[src/rtl/mem_copy_engine_pkg.sv]
// Shared constants for the memory copy engine: default widths, FSM state
// encoding and the index wrap modulus.
package mem_copy_engine_pkg;

    localparam int DATA_W_DEF = 24;
    localparam int ADDR_W_DEF = 24;
    localparam int IDX_W_DEF  = 8;

    // Index arithmetic is done in IDX_W bits, so it wraps at this modulus.
    localparam int IDX_DEPTH = 1 << IDX_W_DEF;

    localparam logic [1:0] ST_IDLE = 2'd0;
    localparam logic [1:0] ST_RD   = 2'd1;
    localparam logic [1:0] ST_WR   = 2'd2;
    localparam logic [1:0] ST_FIN  = 2'd3;

endpackage

[src/rtl/mem_copy_engine.sv]
// Word-by-word copy engine for a combinational-read memory: alternates RD and
// WR cycles in ascending index order, then pulses done from FIN.
module mem_copy_engine
    import mem_copy_engine_pkg::*;
#(
    parameter int DATA_W = DATA_W_DEF,
    parameter int ADDR_W = ADDR_W_DEF,
    parameter int IDX_W  = IDX_W_DEF
) (
    input  logic              clk,
    input  logic              rst,
    input  logic              start,
    input  logic [IDX_W-1:0]  src,
    input  logic [IDX_W-1:0]  dst,
    input  logic [IDX_W-1:0]  len,
    output logic              busy,
    output logic              done,
    output logic [ADDR_W-1:0] mem_addr,
    output logic [DATA_W-1:0] mem_din,
    output logic              mem_we,
    input  logic [DATA_W-1:0] mem_dout,
    output logic [1:0]        dbg_state_o
);

    // Handshake: start is sampled only while IDLE (busy=0); there is no ready.
    // busy rises the cycle after acceptance and falls after the done pulse.

    logic [1:0]        state_q, state_d;
    logic [IDX_W-1:0]  src_q, src_d;
    logic [IDX_W-1:0]  dst_q, dst_d;
    logic [IDX_W-1:0]  len_q, len_d;
    logic [IDX_W-1:0]  cnt_q, cnt_d;
    logic [DATA_W-1:0] data_q, data_d;
    logic [IDX_W-1:0]  cnt_inc;
    logic [IDX_W-1:0]  idx;

    assign cnt_inc = cnt_q + IDX_W'(1);

    always_comb begin
        state_d = state_q;
        src_d   = src_q;
        dst_d   = dst_q;
        len_d   = len_q;
        cnt_d   = cnt_q;
        data_d  = data_q;
        case (state_q)
            ST_IDLE: begin
                if (start) begin
                    src_d   = src;
                    dst_d   = dst;
                    len_d   = len;
                    cnt_d   = '0;
                    state_d = (len != '0) ? ST_RD : ST_FIN;
                end
            end
            ST_RD: begin
                data_d  = mem_dout;
                state_d = ST_WR;
            end
            ST_WR: begin
                cnt_d   = cnt_inc;
                state_d = (cnt_inc == len_q) ? ST_FIN : ST_RD;
            end
            default: state_d = ST_IDLE;
        endcase
    end

    always_ff @(posedge clk or posedge rst) begin
        if (rst) begin
            state_q <= ST_IDLE;
            src_q   <= '0;
            dst_q   <= '0;
            len_q   <= '0;
            cnt_q   <= '0;
            data_q  <= '0;
        end else begin
            state_q <= state_d;
            src_q   <= src_d;
            dst_q   <= dst_d;
            len_q   <= len_d;
            cnt_q   <= cnt_d;
            data_q  <= data_d;
        end
    end

    // Outputs decode from state only, so async reset forces them to 0 at once.
    always_comb begin
        idx     = '0;
        mem_din = '0;
        mem_we  = 1'b0;
        case (state_q)
            ST_RD: idx = src_q + cnt_q;
            ST_WR: begin
                idx     = dst_q + cnt_q;
                mem_din = data_q;
                mem_we  = 1'b1;
            end
            default: idx = '0;
        endcase
    end

    assign mem_addr    = {{(ADDR_W-IDX_W){1'b0}}, idx};
    assign busy        = (state_q != ST_IDLE);
    assign done        = (state_q == ST_FIN);
    assign dbg_state_o = state_q;

endmodule

[config.mk]
export PLATFORM = sky130hd
export DESIGN_NAME = mem_copy_engine
export DESIGN_NICKNAME = d
export VERILOG_FILES = /design/src/rtl/mem_copy_engine_pkg.sv /design/src/rtl/mem_copy_engine.sv
export SDC_FILE = /design/constraint.sdc
export NUM_CORES = 1
export LEC_CHECK = 0
export BUFFER_PORTS_ARGS = -buffer_cell sky130_fd_sc_hd__buf_2
export CAP_MARGIN = 20
export CORE_MARGIN = 5
export CORE_UTILIZATION = 50
export CTS_BUF_LIST = sky130_fd_sc_hd__clkbuf_8 sky130_fd_sc_hd__clkbuf_16
export CTS_CLUSTER_SIZE = 28
export DETAILED_ROUTE_END_ITERATION = 12
export PLACE_DENSITY_LB_ADDON = 0.12
export SYNTH_ARGS = -nofsm -noshare
export SYNTH_HDL_FRONTEND = slang
export SYNTH_SLANG_ARGS = --single-unit
[constraint.sdc]
create_clock -name clk -period 5 [get_ports clk]
set_input_delay 0.25 -clock clk [delete_from_list [all_inputs] [get_ports clk]]
set_output_delay 0.25 -clock clk [all_outputs]
set_load 0.005 [all_outputs]
# == Yosys cells after proc, flatten, opt, wreduce, memory -nomap -nowiden ==
# Index checks and enable logic that the tools add are counted.
# classes
eq_ne,5
n_reduce_logical,6
n_mux,9
addsub,3
# op_table
op,n
one-hot mux 8 bit (2 select lines),2
two-way mux 24 bit,1
adder 8 bit,2
adder 8 x 1 -> 8 bit (second input constant),1
equality test 8 bit,1
two-way mux 8 bit,1
nonzero test 8 bit,1
two-way mux 2 bit,3
one-hot mux 2 bit (3 select lines),1
equality test 2 bit (second input constant),2
AND reduction 2 bit,2
nonzero test 2 bit,2
equality test 2 x 1 -> 1 bit (second input constant),1
logical NOT 2 bit,1
inequality test 2 bit (second input constant),1
two-way mux 1 bit,1
# totals
ff_bits,58
out_inout_bits,53
elab_cells,29

# == Logic depth before layout (Yosys ltp) ==
# logic_depth
ltp_word,4
depth_mapped,12
ltp_nobuf,11

# == Worst setup path after synthesis ==
# Ideal clock, no wire load.
# synth_timing
path_type,register to output
from,register state_q[0] (netlist: dbg_state_o[0])
to,output port mem_addr[6]
n_path_buf,1
t_arrival_ns,2.568
required_time_ns,4.750
stages_incl_launch_ff,13
slack_ns,2.182
cell_sequence,dfrtp_1 -> inv_1 -> ha_1 -> clkbuf_1 -> mux2_2 -> ha_1 -> inv_1 -> fa_1 -> nor2b_1 -> o21ai_1 -> a21boi_0 -> or3_1 -> nand3_1
# synth_via
elab_chain_len,2
elab_cells_between_ends,3
cone_classes,eq/ne: 2; mux: 1
# synth_rtl
item,line,rtl
start: declaration,mem_copy_engine.sv:28,"logic [1:0] state_q, state_d;"
start signal: assignment,mem_copy_engine.sv:77,state_q <= state_d;
equality test 2 bit or equality test 2 x 1 -> 1 bit (tied branches),mem_copy_engine.sv:91,case (state_q)
one-hot mux 8 bit (2 select lines) *,mem_copy_engine.sv:91,
end: declaration,mem_copy_engine.sv:18,"output logic [ADDR_W-1:0] mem_addr,"
# Every way passes the cells marked *; elsewhere a longest branch is shown, timed or not.

# == Final worst setup path ==
# layout_timing
from,register state_q[0] (netlist: dbg_state_o[0])
to,output port mem_addr[5]
# Same word-level chain as after synthesis.

==> metrics.md <==
| Metric | Value |
|---|---|
| Seq/Total Area, Yosys | between 40% and 50% |
| CP Data Arrival Time | 3.13 ns |
| EDFF count, synth | 0 |
| # hold bufs at CTS | 0 |
| Detailed Route Iter0 Violations | 174 |
| CTS buffer count | 9 |
| Main flop type after synthesis | dfrtp_1 |
| Clock tree buffer depth | 2 |
| CP max-delay cell | dfrtp_1 |
| DRT Pass-1 Iters | 4 |
| Total track usage | 18.8% |
| Post-Syn Area | approximately 3500 sq um |
| Fin crit period | between 3 and 4 ns |
| First-pass GRT wire length | between 10,000 and 15,000 microns |
| Synth cell types | 52 |
| Worst clock skew | between 0.01 and 0.015 ns |
| RSZ-0062 raised after global routing | no |
| Top cells by count, synth | dfrtp_1 (58), mux2_2 (56), and2_1 (26) |
| Classification of the worst setup path | register to output port |
| Clock latency on the worst-skew pair | between 0.3 and 0.4 ns |
| Int Power | approximately 1.6 mW |
| Share of synthesized flip-flops with an asynchronous set or reset | 100% |
| Layout cell share with drive strength beyond 1 | roughly 41% |
| Switch share | between 30% and 40% |
| Peak VDD IR | 276 uV |
| Leading area contributor after synthesis | dfrtp_1 |
| Most common cell in the netlist | dfrtp_1 |
| P_leak | 1.96 nW |
| Clk slew on worst S/H paths | roughly 0.07 ns |
| Total power | between 2 and 2.5 mW |
| Reg2Reg Depth | 4 |
| Via-to-Cell Ratio | about 5.4 |
| Post-Place Worst Slack | ~2 ns |
| Root buffer cell | clkbuf_8 |
| Sw Pwr | 0.833 mW |
| Largest net degree at the start of global routing | slightly below 60 |
| Status | complete, no violations |
| Worst setup margin | roughly 1.6 ns |
| Setup crit start kind | register |
| Cells after Synth | 315 |
| WHS | approximately 0.13 ns |
| Final setup fails | 0 |
| Worst r2r src | dbg_state_o[0]$_DFFE_PP0P_ |
| HPWL after DPL | around 5600 microns |
| Final Routed Wirelength | ~7700 microns |
| P per Cell Area | a little under 600 nW/um^2 |
| Die area | just under 9000 sq um |
| Main area contributors after synthesis | dfrtp_1 (42%), mux2_2 (18%), and2_1 (4.7%) |
| Syn Area/Cell | approximately 11 sq um |
| Core outline area | about 6800 sq um |
| Clock sinks | slightly below 60 |
| Worst-Margin Slew | slightly above 1 ns |
| CP cell instances | inv_1, ha_1, buf_4, mux2_2, ha_1, a21o_1, a21o_1, a21oi_1, nor4bb_1, or3_1, buf_2 |
| Synth Register Bits | between 50 and 60 |
| FILL cells | 573 |
| DRC | 0 |
| Initial antenna violation count | 0 |
| Overall die height | between 90 and 100 microns |
| P&R area growth vs syn | 18.2% |
| Peak Freq | ~0.3 GHz |
| CTS HTree Levels | 3 |
| I/O pins | 104 |
| Fin. Hold Viols | 0 |
| Initial core utilization | around 50% |
| Nets | approximately 460 |
| Via count | between 2,000 and 3,000 |
| Capture point of the worst reg-to-reg path | src_q[3]$_DFFE_PP0P_ |
| Gpl congestion | 0.777 |
| Synth top area share | between 40% and 50% |
| Worst-path maximum fanout | 24 |
| Sequential power share | between 30% and 40% |
| Worst relative slew slack | about a third |
| Final Max Tran Viols | 0 |
| Clock network fraction of total power | 19.2% |
| ANT cells | 0 |
| Cell Rows | 30 |
| Endpoint class of the critical path | output port |
| Max-cap check violation count | 0 |
| IO Port Bufs | 87 |
| # resized after CTS | 0 |
| CP Data Required Time | 4.75 ns |
| Die Wd | 93.3 microns |
| Congestion Overflow GR | 0 |
| R2R Setup Slk | about 2.8 ns |
| WL/cell | 16.1 microns |
| Ys Warns | 0 |
| Combinational fraction of design power | between 40% and 50% |
| Setup_tns | 0 ns |
| Vias in the first global route | ~2,600 |
| Crit-path max cell delay | about 0.43 ns |
| Hold WC Path Type | primary input to async pin |
| Final period util | between 60% and 70% |
| Post-CTS setup buffers | 0 |
| TritonCTS clock tree | built |
| Routed Antenna Nets | 0 |
per-layer routing:
metal	global-route usage [%]	part of all wire, %	vias to the layer above
met5	0	0	-
met4	6.23	1.3	0
met3	6.60	8.3	12
met2	29.3	47	91
met1	24.4	43	1240
li1	-	-	1247
state kept, by name, indices dropped and copies added (netlist names):
register	cells
cnt_q	8
data_q	24
dbg_state_o	2
dst_q	8
len_q	8
src_q	8
critical path: cells and delay by family (launching register included):
kind,cells,cell delay [ns]
adders and majority gates,2,0.45
and+or+nand+nor,2,0.43
AOI/OAI and AO/OA,3,0.57
buffers and inverters,3,0.52
DFF,1,0.43
muxes,1,0.39
layout by cell type (no fill, tap or decap), types with 3 or more instances in the layout:
cell,instances
buf_2,87
dfrtp_1,58
mux2_2,56
and2_1,26
conb_1,16
ha_1,13
xnor2_1,11
nand2_1,9
inv_1,9
clkbuf_8,9
nand3_1,8
nor2_1,8
a21oi_1,7
o21ai_0,7
o21ai_1,5
or3_1,5
nor2b_1,4
mux2i_1,4
o31a_1,4
nand3b_1,3
nor3_1,3
o31ai_1,3
nor3b_1,3
xor2_1,3
nand2b_1,3
nand4_1,3
buf_4,3
layout make-up:
cell class	count	area, sq um	area share (%)
multi-input combinational	228	1820	44.3
sequential	58	1450	35.4
clock buffer	9	124	3.02
inverter	10	37.5	0.916
timing repair buffer	91	485	11.8
clock inverter	6	83.8	2.05
tap	80	100	2.44
metrics by stage:
step                std cells  util (%)  instance area [sq um]
floorplan                 330         -                   3520
global route              482      60.6                   4100
global placement          466      57.2                   3860
detailed placement        466      57.2                   3860
CTS                       481      60.2                   4070
finish                    482      60.6                   4100
how the worst max path moves through the flow:
stage	from	to	depth (start not counted)
floorplan	dbg_state_o[0]$_DFFE_PP0P_	mem_addr[6]	12
global placement	dbg_state_o[0]$_DFFE_PP0P_	mem_addr[5]	11
detailed placement	dbg_state_o[0]$_DFFE_PP0P_	mem_addr[5]	11
CTS	dbg_state_o[0]$_DFFE_PP0P_	mem_addr[5]	11
global route	dbg_state_o[0]$_DFFE_PP0P_	mem_addr[6]	13
finish	dbg_state_o[0]$_DFFE_PP0P_	mem_addr[5]	11
cell families after synthesis:
| family | synth area share [%] |
|---|---|
| AO/OA/AOI/OAI | 7.98 |
| multiplexers | 19.3 |
| other | 0.108 |
| AND/OR/NAND/NOR | 14.5 |
| buffers and inverters | 7.40 |
| adder cells (fa/ha/maj) | 5.27 |
| XOR/XNOR | 3.54 |
| flip-flops | 41.9 |
power by group through the flow:
| stage | Sequential [mW] | Clock (mW) | Combinational (mW) |
|---|---|---|---|
| after floorplan | 0.777 | 0 | 0.846 |
| after global placement | 0.827 | 0 | 1.07 |
| after detailed placement | 0.836 | 0 | 1.09 |
| after CTS | 0.829 | 0.470 | 1.10 |
| after global routing | 0.860 | 0.495 | 1.25 |
| final | 0.828 | 0.462 | 1.11 |
Note: power is estimated with default switching activity, not from simulation.
